--- src/rtl/result_select_if.sv ---
// Execute-stage handshake bundle: upstream operation/operands in, registered writeback result out.
// The master side drives operations and accepts results; the slave side is the selector.
interface result_select_if #(
  parameter int WIDTH   = 32,
  parameter int FUNCT_W = 6
);
  logic               in_valid;
  logic               in_ready;
  logic [FUNCT_W-1:0] funct;
  logic [WIDTH-1:0]   alu_out;
  logic [WIDTH-1:0]   shift_out;
  logic [WIDTH-1:0]   rs_data;
  logic               out_valid;
  logic               out_ready;
  logic [WIDTH-1:0]   out_data;
  logic               out_wr;
  logic               out_illegal;

  modport master (
    output in_valid, funct, alu_out, shift_out, rs_data, out_ready,
    input  in_ready, out_valid, out_data, out_wr, out_illegal
  );

  modport slave (
    input  in_valid, funct, alu_out, shift_out, rs_data, out_ready,
    output in_ready, out_valid, out_data, out_wr, out_illegal
  );
endinterface

--- src/rtl/result_select_unit.sv ---
// Writeback result selector for the execute stage: picks ALU/shift/HI/LO by funct,
// owns HI/LO, interlocks HI/LO users against an in-flight divide, one valid/ready output stage.
module result_select_unit #(
  parameter int WIDTH   = 32,
  parameter int FUNCT_W = 6
) (
  input  logic              clk,
  input  logic              rst,
  result_select_if.slave    rs,
  input  logic              div_done,
  input  logic [WIDTH-1:0]  div_quot,
  input  logic [WIDTH-1:0]  div_rem,
  output logic              hilo_busy,
  output logic [WIDTH-1:0]  hi_q,
  output logic [WIDTH-1:0]  lo_q
);

  localparam logic [FUNCT_W-1:0] F_AND  = FUNCT_W'(6'b100100);
  localparam logic [FUNCT_W-1:0] F_OR   = FUNCT_W'(6'b100101);
  localparam logic [FUNCT_W-1:0] F_ADD  = FUNCT_W'(6'b100000);
  localparam logic [FUNCT_W-1:0] F_SUB  = FUNCT_W'(6'b100010);
  localparam logic [FUNCT_W-1:0] F_SLT  = FUNCT_W'(6'b101010);
  localparam logic [FUNCT_W-1:0] F_SLL  = FUNCT_W'(6'b000000);
  localparam logic [FUNCT_W-1:0] F_SRL  = FUNCT_W'(6'b000010);
  localparam logic [FUNCT_W-1:0] F_MFHI = FUNCT_W'(6'b010000);
  localparam logic [FUNCT_W-1:0] F_MTHI = FUNCT_W'(6'b010001);
  localparam logic [FUNCT_W-1:0] F_MFLO = FUNCT_W'(6'b010010);
  localparam logic [FUNCT_W-1:0] F_MTLO = FUNCT_W'(6'b010011);
  localparam logic [FUNCT_W-1:0] F_DIVU = FUNCT_W'(6'b011011);

  logic             out_valid_q, out_valid_d;
  logic [WIDTH-1:0] out_data_q,  out_data_d;
  logic             out_wr_q,    out_wr_d;
  logic             out_ill_q,   out_ill_d;
  logic             busy_q,      busy_d;
  logic [WIDTH-1:0] hi_d, lo_d;
  logic [WIDTH-1:0] hi_fwd, lo_fwd;
  logic             div_wr, hilo_op, hazard, accept;
  logic [WIDTH-1:0] sel_data;
  logic             sel_wr, sel_ill;

  // A div_done with nothing outstanding is a stray pulse and must not touch HI/LO.
  assign div_wr = div_done & busy_q;
  assign hi_fwd = div_wr ? div_rem  : hi_q;
  assign lo_fwd = div_wr ? div_quot : lo_q;

  assign hilo_op = (rs.funct == F_MFHI) | (rs.funct == F_MFLO) | (rs.funct == F_MTHI) |
                   (rs.funct == F_MTLO) | (rs.funct == F_DIVU);
  assign hazard  = busy_q & ~div_done & hilo_op;
  assign rs.in_ready = (~out_valid_q | rs.out_ready) & ~hazard;
  assign accept      = rs.in_valid & rs.in_ready;

  always_comb begin
    sel_data = '0;
    sel_wr   = 1'b0;
    sel_ill  = 1'b0;
    case (rs.funct)
      F_AND, F_OR, F_ADD, F_SUB, F_SLT: begin
        sel_data = rs.alu_out;
        sel_wr   = 1'b1;
      end
      F_SLL, F_SRL: begin
        sel_data = rs.shift_out;
        sel_wr   = 1'b1;
      end
      F_MFHI: begin
        sel_data = hi_fwd;
        sel_wr   = 1'b1;
      end
      F_MFLO: begin
        sel_data = lo_fwd;
        sel_wr   = 1'b1;
      end
      F_MTHI, F_MTLO, F_DIVU: ;
      default: sel_ill = 1'b1;
    endcase
  end

  always_comb begin
    hi_d        = hi_fwd;
    lo_d        = lo_fwd;
    busy_d      = busy_q;
    out_valid_d = out_valid_q;
    out_data_d  = out_data_q;
    out_wr_d    = out_wr_q;
    out_ill_d   = out_ill_q;
    if (div_done) busy_d = 1'b0;
    if (out_valid_q & rs.out_ready) out_valid_d = 1'b0;
    if (accept) begin
      out_valid_d = 1'b1;
      out_data_d  = sel_data;
      out_wr_d    = sel_wr;
      out_ill_d   = sel_ill;
      // A move accepted alongside div_done is younger than the divide, so it wins.
      if (rs.funct == F_MTHI) hi_d = rs.rs_data;
      if (rs.funct == F_MTLO) lo_d = rs.rs_data;
      if (rs.funct == F_DIVU) busy_d = 1'b1;
    end
  end

  always_ff @(posedge clk or posedge rst) begin
    if (rst) begin
      out_valid_q <= 1'b0;
      out_data_q  <= '0;
      out_wr_q    <= 1'b0;
      out_ill_q   <= 1'b0;
      busy_q      <= 1'b0;
      hi_q        <= '0;
      lo_q        <= '0;
    end else begin
      out_valid_q <= out_valid_d;
      out_data_q  <= out_data_d;
      out_wr_q    <= out_wr_d;
      out_ill_q   <= out_ill_d;
      busy_q      <= busy_d;
      hi_q        <= hi_d;
      lo_q        <= lo_d;
    end
  end

  assign rs.out_valid   = out_valid_q;
  assign rs.out_data    = out_data_q;
  assign rs.out_wr      = out_wr_q;
  assign rs.out_illegal = out_ill_q;
  assign hilo_busy      = busy_q;

endmodule
--- src/flat_wrapper.sv ---
// flat-port wrapper written by rule: the top's interface ports become plain ports
module result_select_unit_flat 
#(
  parameter int WIDTH   = 32,
  parameter int FUNCT_W = 6
)
  (clk, rst, div_done, div_quot, div_rem, hilo_busy, hi_q, lo_q, rs_in_valid, rs_funct, rs_alu_out, rs_shift_out, rs_rs_data, rs_out_ready, rs_in_ready, rs_out_valid, rs_out_data, rs_out_wr, rs_out_illegal);
  result_select_if #(.WIDTH(WIDTH), .FUNCT_W(FUNCT_W)) rs_i ();
  input  logic clk;
  input  logic rst;
  input  logic div_done;
  input  logic [WIDTH-1:0] div_quot;
  input  logic [WIDTH-1:0] div_rem;
  output logic hilo_busy;
  output logic [WIDTH-1:0] hi_q;
  output logic [WIDTH-1:0] lo_q;
  input wire logic [$bits(rs_i.in_valid)-1:0] rs_in_valid;
  input wire logic [$bits(rs_i.funct)-1:0] rs_funct;
  input wire logic [$bits(rs_i.alu_out)-1:0] rs_alu_out;
  input wire logic [$bits(rs_i.shift_out)-1:0] rs_shift_out;
  input wire logic [$bits(rs_i.rs_data)-1:0] rs_rs_data;
  input wire logic [$bits(rs_i.out_ready)-1:0] rs_out_ready;
  output wire logic [$bits(rs_i.in_ready)-1:0] rs_in_ready;
  output wire logic [$bits(rs_i.out_valid)-1:0] rs_out_valid;
  output wire logic [$bits(rs_i.out_data)-1:0] rs_out_data;
  output wire logic [$bits(rs_i.out_wr)-1:0] rs_out_wr;
  output wire logic [$bits(rs_i.out_illegal)-1:0] rs_out_illegal;
  assign rs_i.in_valid = rs_in_valid;
  assign rs_i.funct = rs_funct;
  assign rs_i.alu_out = rs_alu_out;
  assign rs_i.shift_out = rs_shift_out;
  assign rs_i.rs_data = rs_rs_data;
  assign rs_i.out_ready = rs_out_ready;
  assign rs_in_ready = rs_i.in_ready;
  assign rs_out_valid = rs_i.out_valid;
  assign rs_out_data = rs_i.out_data;
  assign rs_out_wr = rs_i.out_wr;
  assign rs_out_illegal = rs_i.out_illegal;
  result_select_unit #(.WIDTH(WIDTH), .FUNCT_W(FUNCT_W)) u_core (.clk(clk), .rst(rst), .rs(rs_i), .div_done(div_done), .div_quot(div_quot), .div_rem(div_rem), .hilo_busy(hilo_busy), .hi_q(hi_q), .lo_q(lo_q));
endmodule
--- config.mk ---
export PLATFORM = sky130hd
export DESIGN_NAME = result_select_unit_flat
export DESIGN_NICKNAME = d
export VERILOG_FILES = /design/src/rtl/result_select_if.sv /design/src/rtl/result_select_unit.sv /design/src/flat_wrapper.sv
export SDC_FILE = /design/constraint.sdc
export NUM_CORES = 1
export LEC_CHECK = 0
export BUFFER_PORTS_ARGS = -buffer_cell sky130_fd_sc_hd__buf_2
export CAP_MARGIN = 20
export CORE_MARGIN = 2
export CORE_UTILIZATION = 53
export CTS_CLUSTER_SIZE = 14
export DETAILED_ROUTE_END_ITERATION = 7
export GPL_TIMING_DRIVEN = 0
export PLACE_DENSITY = 0.87
export SYNTH_ARGS = -nofsm -noshare
export SYNTH_HDL_FRONTEND = slang
export SYNTH_SLANG_ARGS = --single-unit
--- constraint.sdc ---
create_clock -name clk -period 4.8 [get_ports clk]
set_clock_uncertainty 0.2 [all_clocks]
set_input_delay 0.72 -clock clk [delete_from_list [all_inputs] [get_ports clk]]
set_output_delay 0.72 -clock clk [all_outputs]
set_load 0.005 [all_outputs]
==> metrics.log, run 1 <==
INFO  metric cts.reportedPaths.clkPinSlew = 70 ps
INFO  metric core.rowCount = 40
INFO  metric post-cts-setup-buffer-count = 0
INFO  metric detail_route.vias_per_cell = 6.27
INFO  metric area_taken_by_multi_input_logic_gates = roughly 3600 µm²
INFO  metric synth.ff_latch_count = 100
INFO  metric tritoncts = yes
INFO  metric syn-cell-area = 6520 µm²
INFO  metric placement.io_buffers = 270
INFO  metric first_global_vias = 6625
INFO  metric areaGrowthSynthToFinish = 28.9%
INFO  metric holdCritPathClass = register to register
INFO  metric time_the_worst_path_needs_with_i_o_delays_and_setup = 2700 ps
INFO  metric setup_repair_after_global_routing_missed_its_margin = no
INFO  metric floorplan.initialDensity = 54.3%
INFO  metric ys_top_cells_by_area = sky130_fd_sc_hd__dfrtp_1, sky130_fd_sc_hd__a21boi_0, sky130_fd_sc_hd__o211ai_1
INFO  metric grt_start_max_net_pins = 65
INFO  metric vias = 6787
INFO  metric gr-total-overflow = 0
INFO  metric cts_hold_buf = 0
INFO  metric die_w = 115 µm
INFO  metric filler_cell_count = 973
INFO  metric critical_path.max_stage_delay = ~440 ps
INFO  metric worstPathCellList = buf_2 > or3b_4 > o31a_2 > buf_2
INFO  metric slew_headroom = approximately two fifths
INFO  metric die_height = 115 µm
INFO  metric groute.usage.overall = 35.1%
INFO  metric cpMaxStageDelayCell = sky130_fd_sc_hd__or3b_4
INFO  metric timing.setup.tns = 0 ps
INFO  metric crit_path_max_fanout = 8
INFO  metric initial_drt_pass_iterations = 5
INFO  metric max-cap-violations = 0
INFO  metric cts_made_buffers = 9
INFO  metric setup-violations-final = 0
INFO  metric post-dp-hpwl = 17.1 mm
INFO  metric post_synth_inst_count = 649
INFO  metric finalHoldViolations = 0
INFO  metric final_layout_size_suffix_gt1_share = a little under half
INFO  metric status = finished clean
INFO  metric total_power = 0.00255 W
INFO  metric first_iter_violations = 728
INFO  metric count_of_buffer_and_inverter_cells_on_the_critical_path = 2
INFO  metric internal_power = 0.00182 W
INFO  metric timing_worst_slew_pin_value = 910 ps
INFO  metric grt_antenna_before_repair = 0
INFO  metric synth.lib_cells_used.distinct = 40
INFO  metric drc_markers = 0
INFO  metric family_of_cells_with_the_greatest_summed_delay_on_the_critical_path = simple AND/OR/NAND/NOR gates
INFO  metric cts_max_path_buffers = 2
INFO  metric cts_max_level = 3
INFO  metric p_switching = around 0.00073 W
INFO  metric ioPinCount = 272
INFO  metric final_critical_path_setup_slack = 2100 ps
INFO  metric worst-endpoint-arrival = 1780 ps
INFO  metric net_sw_share = 28.6%
INFO  metric flip_flop_cell_with_the_highest_count_after_synthesis = sky130_fd_sc_hd__dfrtp_1
INFO  metric critical_path_required = just under 4000 ps
INFO  metric synth-edff-count = 0
INFO  metric synth.top_cell.area_share = 38.4%
INFO  metric finish.cell_count_without_fillers = 1083
INFO  metric synth.yosys.seq_area_share = a little under two fifths
INFO  metric power.density = 303 nW/µm²
INFO  metric syn_area_per_cell = between 10 and 15 µm²
INFO  metric sequential_cell_area = 2500 µm²
INFO  metric path_class = input pin to output pin
INFO  metric cts.repair.resized = 0
INFO  metric async_reset_ff_share = 100%
INFO  metric postRouteWirelength = about 24 mm
INFO  metric synth_area_leader_cell = sky130_fd_sc_hd__dfrtp_1
INFO  metric core = between 10000 and 15000 µm²
INFO  metric timing_max_transition_violations_final = 0
INFO  metric power.share.clock = between 30% and 40%
INFO  metric crit_path_end_kind = output pin
INFO  metric critical_path.startpoint_type = input pin
INFO  metric vdd_drop_max = between 0.0002 and 0.00025 V
INFO  metric detail-route-antenna-nets = 0
INFO  metric power.share.combinational = 28.4%
INFO  metric critical_path.most_common_cell = sky130_fd_sc_hd__buf_2
INFO  metric leakagePower = 4.66 nW
INFO  metric timing.fmax = 371 MHz
INFO  metric antenna-diode-count = 0
INFO  metric synth-warning-count = 0
INFO  metric mappedNetlistNets = 820
INFO  metric power.share.sequential = 40.6%
INFO  metric clock-sinks = 100
INFO  metric dpl_worst_slack = 1840 ps
INFO  metric route.detailed.wl_per_inst = around 22 µm
INFO  metric final_min_period_over_clock_period = 56.2%
INFO  metric numPlacedInstances = 1067
INFO  metric clockRootBuffer = sky130_fd_sc_hd__clkbuf_16
INFO  metric grt_pass1_wl = 35.3 mm
INFO  metric rd_place_congestion = slightly above 0.9
INFO  metric die_area = 13200 µm²
INFO  metric clock_insertion_delay_worst_skew = 360 ps
INFO  metric nNetsFinal = 1102
[power groups by stage]
stage	logic, W	clock network (W)	registers [W]
3_5_place_dp	0.000706	0	0.00104
2_1_floorplan	0.000394	0	0.00105
4_1_cts	0.000714	0.000789	0.00103
5_1_grt	0.000778	0.000825	0.00104
3_3_place_gp	0.000689	0	0.00104
6_report	0.000723	0.000789	0.00103
[cells by family (layout without fill, tap and decap cells)]
logic type	count (synthesis)	after routing	synth area share (%)
simple gates	183	183	17.0
compound gates	203	203	25.0
mux	64	64	12.8
flops	100	100	38.4
buf+inv	99	386	6.78
[sequential cells by signal, indices dropped and copies added (netlist names)]
register and cells:
u_core.lo_q 32, u_core.hilo_busy 1, u_core.hi_q 32, u_core.rs.out_illegal 1, u_core.rs.out_data 32, u_core.rs.out_valid 1
u_core.rs.out_wr 1
[path summary, 6_finish.rpt]
kind                                  start                     end  slack [ps]  cells after the start
max                             rs_funct[2]             rs_in_ready        2100                      4
min                        u_core.rs.out_wr        u_core.rs.out_wr         280                      1
max in group asynchronous               rst          u_core.hi_q[5]        3380                      3
min in group asynchronous               rst   u_core.rs.out_illegal         330                      2
max reg2reg                u_core.hilo_busy  u_core.rs.out_data[25]        2340                      6
min reg2reg                u_core.rs.out_wr        u_core.rs.out_wr         280                      1
[placed cells by master (no fill, tap or decap), types with 32 or more instances in the layout]
| cell | count |
|---|---|
| sky130_fd_sc_hd__dfrtp_1 | 100 |
| sky130_fd_sc_hd__clkbuf_1 | 49 |
| sky130_fd_sc_hd__a22o_1 | 32 |
| sky130_fd_sc_hd__inv_1 | 34 |
| sky130_fd_sc_hd__o211ai_1 | 64 |
| sky130_fd_sc_hd__buf_2 | 278 |
| sky130_fd_sc_hd__and3_1 | 64 |
| sky130_fd_sc_hd__nand3_1 | 34 |
| sky130_fd_sc_hd__o2111ai_1 | 32 |
| sky130_fd_sc_hd__a21boi_0 | 66 |
| sky130_fd_sc_hd__or2_2 | 64 |
[metrics by stage]
| stage | hold slack [ps] | util (%) | instance area, µm² |
|---|---|---|---|
| floorplan | 273 | - | 6520 |
| global placement | 258 | 67.0 | 8050 |
| detailed placement | 266 | 67.2 | 8080 |
| CTS | 281 | 69.9 | 8400 |
| global route | 310 | 69.9 | 8400 |
| finish | 280 | 69.9 | 8400 |
[metal layers]
metal	vias up	track usage [%]	share of wire [%]
met5	-	0	0
met2	481	58.1	48
li1	2989	-	-
met3	85	7.64	9.9
met1	3232	44.4	38
met4	0	15.7	4.1
[Yosys cell counts (all sizes together), types with 5 or more instances]
library cell and count:
a21boi 66, a22o 32, and3 64, buf 15, clkbuf 49, dfrtp 100
inv 35, mux2 64, nand2 5, nand3 34, o2111ai 32, o211ai 64
or2 64
[layout make-up]
| type | instances | share of cell area (%) |
|---|---|---|
| Buffer | 64 | 3.69 |
| Clock buffer | 13 | 3.34 |
| Clock inverter | 3 | 0.507 |
| Inverter | 35 | 1.59 |
| Multi-Input combinational cell | 450 | 42.6 |
| Sequential cell | 100 | 29.8 |
| Tap cell | 147 | 2.19 |
| Timing Repair Buffer | 271 | 16.3 |
No activity file was read; power rests on OpenSTA's default activity.
==> inputs of run 2 (changes only) <==
ABC_AREA = 1   (was not set)
CORE_UTILIZATION = 50   (was 53)
PLACE_DENSITY = 0.81   (was 0.87)
clock period = 2.6 ns   (was 4.8 ns; I/O delays follow)
==> run 2 against run 1 <==
First-iteration DRC count is 23% higher. Combinational power grew to 2.6 times the previous value. Setup slack got worse by 1800 ps. Highest routed layer is now met5. Largest power group unchanged. Critical path depth increased by 7. Count of clock-buffer cells in the layout fell by 1.
==> metrics.log, run 2 <==
INFO  metric die_height = 123 µm (+7.0%)
INFO  metric critical_path_required = 2650 ps (-1230 ps)
INFO  metric first_iter_violations = 893 (+23%)
INFO  metric numPlacedInstances = 1684 (+58%)
INFO  metric detail_route.vias_per_cell = 5.19 (-17%)
INFO  metric timing_max_transition_violations_final = 0 (unchanged)
INFO  metric slew_headroom = 41.6% (+2.7 points)
INFO  metric vdd_drop_max = 0.000293 V (+20%)
INFO  metric core = 13800 µm² (+15%)
INFO  metric power.density = 592 nW/µm² (+95%)
INFO  metric synth-warning-count = 0 (unchanged)
INFO  metric critical_path.startpoint_type = register
INFO  metric holdCritPathClass = input pin to register
INFO  metric ioPinCount = 272 (unchanged)
INFO  metric final_layout_worst_hold_slack = 163 ps (-117 ps)
INFO  metric synth.top_cell.area_share = 35.4% (-3.0 points)
INFO  metric cpMaxStageDelayCell = sky130_fd_sc_hd__dfrtp_1
INFO  metric critical_path.max_stage_delay = 370 ps (-70 ps)
INFO  metric tritoncts = yes
INFO  metric final_min_period_over_clock_period = between 80% and 90%
INFO  metric syn_area_per_cell = 5.75 µm² (-43%)
INFO  metric time_the_worst_path_needs_with_i_o_delays_and_setup = 2250 ps
INFO  metric route.detailed.wl_per_inst = 16.3 µm (-25%)
INFO  metric cts_made_buffers = 9 (unchanged)
INFO  metric worst-endpoint-arrival = 2300 ps (+520 ps)
INFO  metric postRouteWirelength = 27.7 mm (+18%)
INFO  metric placement.io_buffers = 270 (unchanged)
INFO  metric flip_flop_cell_with_the_highest_count_after_synthesis = sky130_fd_sc_hd__dfrtp_1
INFO  metric post-cts-setup-buffer-count = 0 (unchanged)
INFO  metric synth-edff-count = 0 (unchanged)
INFO  metric layout.cells.most_common = sky130_fd_sc_hd__nand2_1
INFO  metric synth.yosys.seq_area_share = 35.4% (-3.0 points)
INFO  metric syn-cell-area = 7070 µm² (+8.5%)
INFO  metric mappedNetlistNets = 1402 (+71%)
INFO  metric clock-sinks = 100 (unchanged)
INFO  metric clock_insertion_delay_worst_skew = 360 ps (about the same)
INFO  metric family_of_cells_with_the_greatest_summed_delay_on_the_critical_path = buffers and inverters
INFO  metric cts_max_level = 3 (unchanged)
INFO  metric final_cell_mix = sky130_fd_sc_hd__nand2_1, sky130_fd_sc_hd__buf_2, sky130_fd_sc_hd__inv_1
INFO  metric synth.ff_latch_count = 100 (unchanged)
INFO  metric grt_start_max_net_pins = 35 (-46%)
INFO  metric finalHoldViolations = 0 (unchanged)
INFO  metric gr-total-overflow = 0 (unchanged)
INFO  metric path_class = register to register
INFO  metric grt_antenna_before_repair = 3 (+3)
INFO  metric vias = 8820 (+30%)
INFO  metric floorplan.initialDensity = 51.2% (-3.1 points)
INFO  metric synth_area_leader_cell = sky130_fd_sc_hd__dfrtp_1
INFO  metric post-dp-hpwl = 20.3 mm (+19%)
INFO  metric critical_path.most_common_cell = sky130_fd_sc_hd__nand2_1
INFO  metric cts.repair.resized = 0 (unchanged)
INFO  metric areaGrowthSynthToFinish = 27.5%
INFO  metric die_area = 15100 µm² (+15%)
INFO  metric final_layout_size_suffix_gt1_share = 22.5% (-24 points)
INFO  metric groute.usage.overall = 36.7% (+1.5 points)
INFO  metric synth.cells.most_frequent = sky130_fd_sc_hd__nand2_1, sky130_fd_sc_hd__inv_1, sky130_fd_sc_hd__nor2_1, sky130_fd_sc_hd__nand3_1, sky130_fd_sc_hd__dfrtp_1
INFO  metric ys_top_cells_by_area = sky130_fd_sc_hd__dfrtp_1, sky130_fd_sc_hd__nand2_1, sky130_fd_sc_hd__inv_1
INFO  metric setup-violations-final = 0 (unchanged)
INFO  metric cts_hold_buf = 1 (+1)
INFO  metric grt_pass1_wl = 41.6 mm (+18%)
INFO  metric detail-route-antenna-nets = 0 (unchanged)
INFO  metric max-cap-violations = 0 (unchanged)
INFO  metric first_global_vias = 7958 (+20%)
INFO  metric async_reset_ff_share = 100% (unchanged)
INFO  metric count_of_buffer_and_inverter_cells_on_the_critical_path = 3 (+1)
INFO  metric initial_drt_pass_iterations = 6 (+1)
INFO  metric cts.reportedPaths.clkPinSlew = 70 ps (about the same)
INFO  metric nNetsFinal = 1687 (+53%)
INFO  metric timing_worst_slew_pin_value = 876 ps (-33.5 ps)
INFO  metric post_synth_inst_count = 1231 (+90%)
INFO  metric synth.lib_cells_used.distinct = 20 (-50%)
INFO  metric rd_place_congestion = 0.942 (+1.6%)
INFO  metric clockRootBuffer = sky130_fd_sc_hd__clkbuf_16
INFO  metric timing.fmax = approximately 440 MHz
INFO  metric crit_path_max_fanout = 10 (+2)
INFO  metric cts_max_path_buffers = 2 (unchanged)
INFO  metric timing.setup.tns = 0 ps (unchanged)
INFO  metric status = finished clean
INFO  metric die_w = 123 µm (+7.0%)
INFO  metric worstPathCellList = buf_2 > nand2_2 > buf_2 > buf_2 > nand2_1 > o21ai_0 > nor2_1 > nor2_1 > nand2_1 > nand2_1 > nand2_1
INFO  metric leakagePower = 6.11 nW (+31%)
INFO  metric finish.cell_count_without_fillers = 1701 (+57%)
INFO  metric synth.most_common_cell = sky130_fd_sc_hd__nand2_1
INFO  metric crit_path_end_kind = register
INFO  metric core.rowCount = 43 (+7.5%)
INFO  metric setup_repair_after_global_routing_missed_its_margin = no
INFO  metric drc_markers = 0 (unchanged)
[run 2: cell types whose count changed in the layout (fill, tap and decap cells not counted), sizes merged, moves of 66 or more]
cell / change
inv: +141
a21boi: -66
nand2: +565
nor2: +155
nand3: +71
[run 2: worst reg2reg max path, delay by kind of cell, from the launching register on]
kind | cells | cell delay [ps]
compound gates | 1 | 110
flops | 1 | 370
simple gates | 7 | 730
buf+inv | 3 | 740
[run 2: logic make-up (layout without fill, tap and decap cells)]
group	count (synthesis)	count (layout)	synth area share, %
DFF	100	100	35.4
other	0	2	0
buffers and inverters	243	531	14.0
and+or+nand+nor	836	836	46.9
AOI/OAI and AO/OA	52	52	3.75
[run 2: routing by layer]
metal	vias to the layer above	routed length, µm	global-route usage (%)
met3	88	3000	5.35
met1	3933	11100	49.5
met5	-	22	0
li1	4204	-	-
met2	591	12500	58.2
met4	4	1110	16.9
[run 2: per-stage QoR]
step                      setup WS (ps)  util (%)  power (W)  instance area (µm²)
after detailed placement           91.0      63.0    0.00392                 8710
after global routing                252      65.2    0.00570                 9020
after floorplan                     820         -    0.00315                 7080
final                               346      65.2    0.00534                 9020
after global placement             7.88      62.6    0.00385                 8650
after CTS                           429      65.2    0.00531                 9020
[run 2: area by class of cell]
cell class / count / area (µm²)
sequential: 100 / 2500
timing repair buffer: 274 / 1420
tap: 180 / 225
inverter: 177 / 668
multi-input combinational: 888 / 3580
clock buffer: 12 / 256
clock inverter: 2 / 35.0
buffer: 66 / 327
antenna: 2 / 5.00
fill: 1363 / 4810
[run 2: worst paths after layout]
kind / start / end / slack, ps / depth (start not counted)
setup reg to reg: u_core.hilo_busy / u_core.rs.out_data[5] / 350 / 11
hold / removal: rs_rs_data[7] / u_core.lo_q[7] / 160 / 5
setup / recovery: u_core.hilo_busy / u_core.rs.out_data[5] / 350 / 11
hold reg to reg: u_core.rs.out_data[18] / u_core.rs.out_data[18] / 270 / 2
min in group asynchronous: rst / u_core.rs.out_data[28] / 410 / 3
max in group asynchronous: rst / u_core.lo_q[2] / 1090 / 5
[run 2: power by group]
group / total [W] / switching, W / internal, W
Clock: 0.00140 / 0.000611 / 0.000788
Combinational: 0.00191 / 0.00115 / 0.000753
Sequential: 0.00204 / 0.000177 / 0.00186
==> inputs of run 3 (changes only) <==
BUFFER_PORTS_ARGS = -buffer_cell sky130_fd_sc_hd__buf_4   (was -buffer_cell sky130_fd_sc_hd__buf_2)
==> run 3 against run 2 <==
Clock power fell by 5%. Setup slack got worse by 0.84 ps. Power rose by 3.3%. Flip-flop and latch count did not move. Sequential power barely moved. Critical path depth fell by 2. Global-route usage rose by 0.33 points. Utilization rose by 4.6 points. Sequential share of layout area fell by 1.8 points. Combinational power rose by 12%. Count of clock-buffer cells in the layout rose by 3. Critical endpoint is now u_core.rs.out_data[30].
==> metrics.log, run 3 (synthesis results as in run 2) <==
INFO  metric status = finished clean
INFO  metric timing_worst_slew_pin_value = 911 ps (+34.2 ps)
INFO  metric die_w = 123 µm (unchanged)
INFO  metric grt_pass1_wl = 42.0 mm (+1.2%)
INFO  metric detail-route-antenna-nets = 0 (unchanged)
INFO  metric die_area = 15100 µm² (unchanged)
INFO  metric groute.usage.overall = 37.0% (+0.33 points)
INFO  metric post-dp-hpwl = 20.4 mm (+0.62%)
INFO  metric vdd_drop_max = 0.000309 V (+5.7%)
INFO  metric initial_drt_pass_iterations = 5 (-1)
INFO  metric final_critical_path_setup_slack = 345 ps (-0.840 ps)
INFO  metric finalHoldViolations = 0 (unchanged)
INFO  metric worst-endpoint-arrival = 2350 ps (+50 ps)
INFO  metric cts_max_path_buffers = 2 (unchanged)
INFO  metric cts_max_level = 3 (unchanged)
INFO  metric path_class = input pin to register
INFO  metric final_layout_size_suffix_gt1_share = 22.4% (-0.081 points)
INFO  metric postRouteWirelength = 27.8 mm (+0.35%)
INFO  metric first_global_vias = 7861 (-1.2%)
INFO  metric clock_insertion_delay_worst_skew = 360 ps (about the same)
INFO  metric critical_path_required = 2700 ps (+50 ps)
INFO  metric grt_antenna_before_repair = 0 (-3)
INFO  metric final_min_period_over_clock_period = 86.7% (about the same)
INFO  metric route.detailed.wl_per_inst = 16.3 µm (+0.41%)
INFO  metric first_iter_violations = 928 (+3.9%)
INFO  metric rd_place_congestion = 0.942 (about the same)
INFO  metric die_height = 123 µm (unchanged)
INFO  metric clock-sinks = 100 (unchanged)
INFO  metric holdCritPathClass = input pin to register
INFO  metric tritoncts = yes
INFO  metric areaGrowthSynthToFinish = 36.6%
INFO  metric placement.io_buffers = 270 (unchanged)
INFO  metric final_cell_mix = sky130_fd_sc_hd__nand2_1, sky130_fd_sc_hd__buf_4, sky130_fd_sc_hd__inv_1
INFO  metric vias = 8720 (-1.1%)
INFO  metric timing.fmax = 443 MHz (about the same)
INFO  metric core.rowCount = 43 (unchanged)
INFO  metric nNetsFinal = 1686 (-0.059%)
INFO  metric slew_headroom = 39.3% (-2.3 points)
INFO  metric power.density = 571 nW/µm² (-3.5%)
INFO  metric post-cts-setup-buffer-count = 0 (unchanged)
INFO  metric core = 13800 µm² (unchanged)
INFO  metric floorplan.initialDensity = 51.2% (unchanged)
INFO  metric dpl_worst_slack = 63.1 ps (-27.9 ps)
INFO  metric crit_path_end_kind = register
INFO  metric setup_repair_after_global_routing_missed_its_margin = no
INFO  metric grt_start_max_net_pins = 41 (+17%)
INFO  metric layout.cells.most_common = sky130_fd_sc_hd__nand2_1
INFO  metric antenna-diode-count = 0 (-2)
INFO  metric clockRootBuffer = sky130_fd_sc_hd__clkbuf_16
INFO  metric drc_markers = 0 (unchanged)
INFO  metric ioPinCount = 272 (unchanged)
INFO  metric max-cap-violations = 0 (unchanged)
INFO  metric gr-total-overflow = 0 (unchanged)
INFO  metric detail_route.vias_per_cell = 5.13 (-1.1%)
INFO  metric critical_path.startpoint_type = input pin
INFO  metric cts.repair.resized = 0 (unchanged)
INFO  metric setup-violations-final = 0 (unchanged)
INFO  metric cts_hold_buf = 1 (unchanged)
INFO  metric cts.reportedPaths.clkPinSlew = 60 ps (about the same)
INFO  metric leakagePower = 6.27 nW (+2.6%)
INFO  metric timing.setup.tns = 0 ps (unchanged)
INFO  metric timing_max_transition_violations_final = 0 (unchanged)
INFO  metric crit_path_max_fanout = 10 (unchanged)
INFO  metric time_the_worst_path_needs_with_i_o_delays_and_setup = 2250 ps (+0.840 ps)
INFO  metric cts_made_buffers = 9 (unchanged)
[run 3: cell count changes in the layout (fill, tap and decap cells not counted), sizes merged]
cell | previous run | this run
clkbuf | 37 | 40
diode | 2 | 0
bufinv | 1 | 0
buf | 314 | 313
[run 3: area by class of cell]
cell class / instances / area (µm²)
clock buffers: 15 / 278
plain buffers: 66 / 327
fillers: 1296 / 4160
inverters: 177 / 668
clock inverters: 1 / 5.00
multi-input cells: 888 / 3580
repair buffers: 273 / 2080
well taps: 180 / 225
flip-flops and latches: 100 / 2500
[run 3: routing by layer]
layer | track usage (%) | up-vias | share of wire [%]
li1 | - | 4216 | -
met1 | 49.9 | 3853 | 39
met2 | 57.6 | 561 | 45
met3 | 5.77 | 90 | 11
met4 | 18.9 | 0 | 4.7
met5 | 0 | - | 0
[run 3: path summary, 6_finish.rpt]
| kind | start | end | slack [ps] | depth (start not counted) |
|---|---|---|---|---|
| min in group asynchronous | rst | u_core.lo_q[25] | 530 | 3 |
| worst min-delay path | rs_out_ready | u_core.rs.out_valid | 160 | 4 |
| worst max register to register | u_core.hilo_busy | u_core.rs.out_data[5] | 350 | 11 |
| worst min register to register | u_core.rs.out_data[28] | u_core.rs.out_data[28] | 280 | 2 |
| max in group asynchronous | rst | u_core.hi_q[5] | 1010 | 4 |
| worst max-delay path | rs_funct[3] | u_core.rs.out_data[30] | 350 | 9 |
[run 3: power breakdown]
group / leakage (nW) / switching [W] / internal, W / total (W)
logic: 4.81 / 0.00116 / 0.000978 / 0.00214
registers: 1.31 / 0.000193 / 0.00186 / 0.00205
clock network: 0.140 / 0.000601 / 0.000729 / 0.00133
total: 6.27 / 0.00195 / 0.00357 / 0.00552
[run 3: critical path, cell delays in order]
cell	delay, ps
sky130_fd_sc_hd__buf_4	120
sky130_fd_sc_hd__nor2_2	430
sky130_fd_sc_hd__nand4_1	370
sky130_fd_sc_hd__clkbuf_1	460
sky130_fd_sc_hd__nor2_1	290
sky130_fd_sc_hd__nor2_1	110
sky130_fd_sc_hd__nand2_1	70
sky130_fd_sc_hd__nand2_1	60
sky130_fd_sc_hd__nand2_1	50
[run 3: metrics by stage]
step	hold WS [ps]	total power, W	area, µm²	std cells	utilization [%]
global placement	264	0.00410	9330	1681	67.5
detailed placement	266	0.00416	9370	1683	67.8
floorplan	272	0.00315	7080	1231	-
CTS	153	0.00549	9660	1700	69.9
finish	161	0.00552	9660	1700	69.9
global route	171	0.00587	9660	1700	69.9
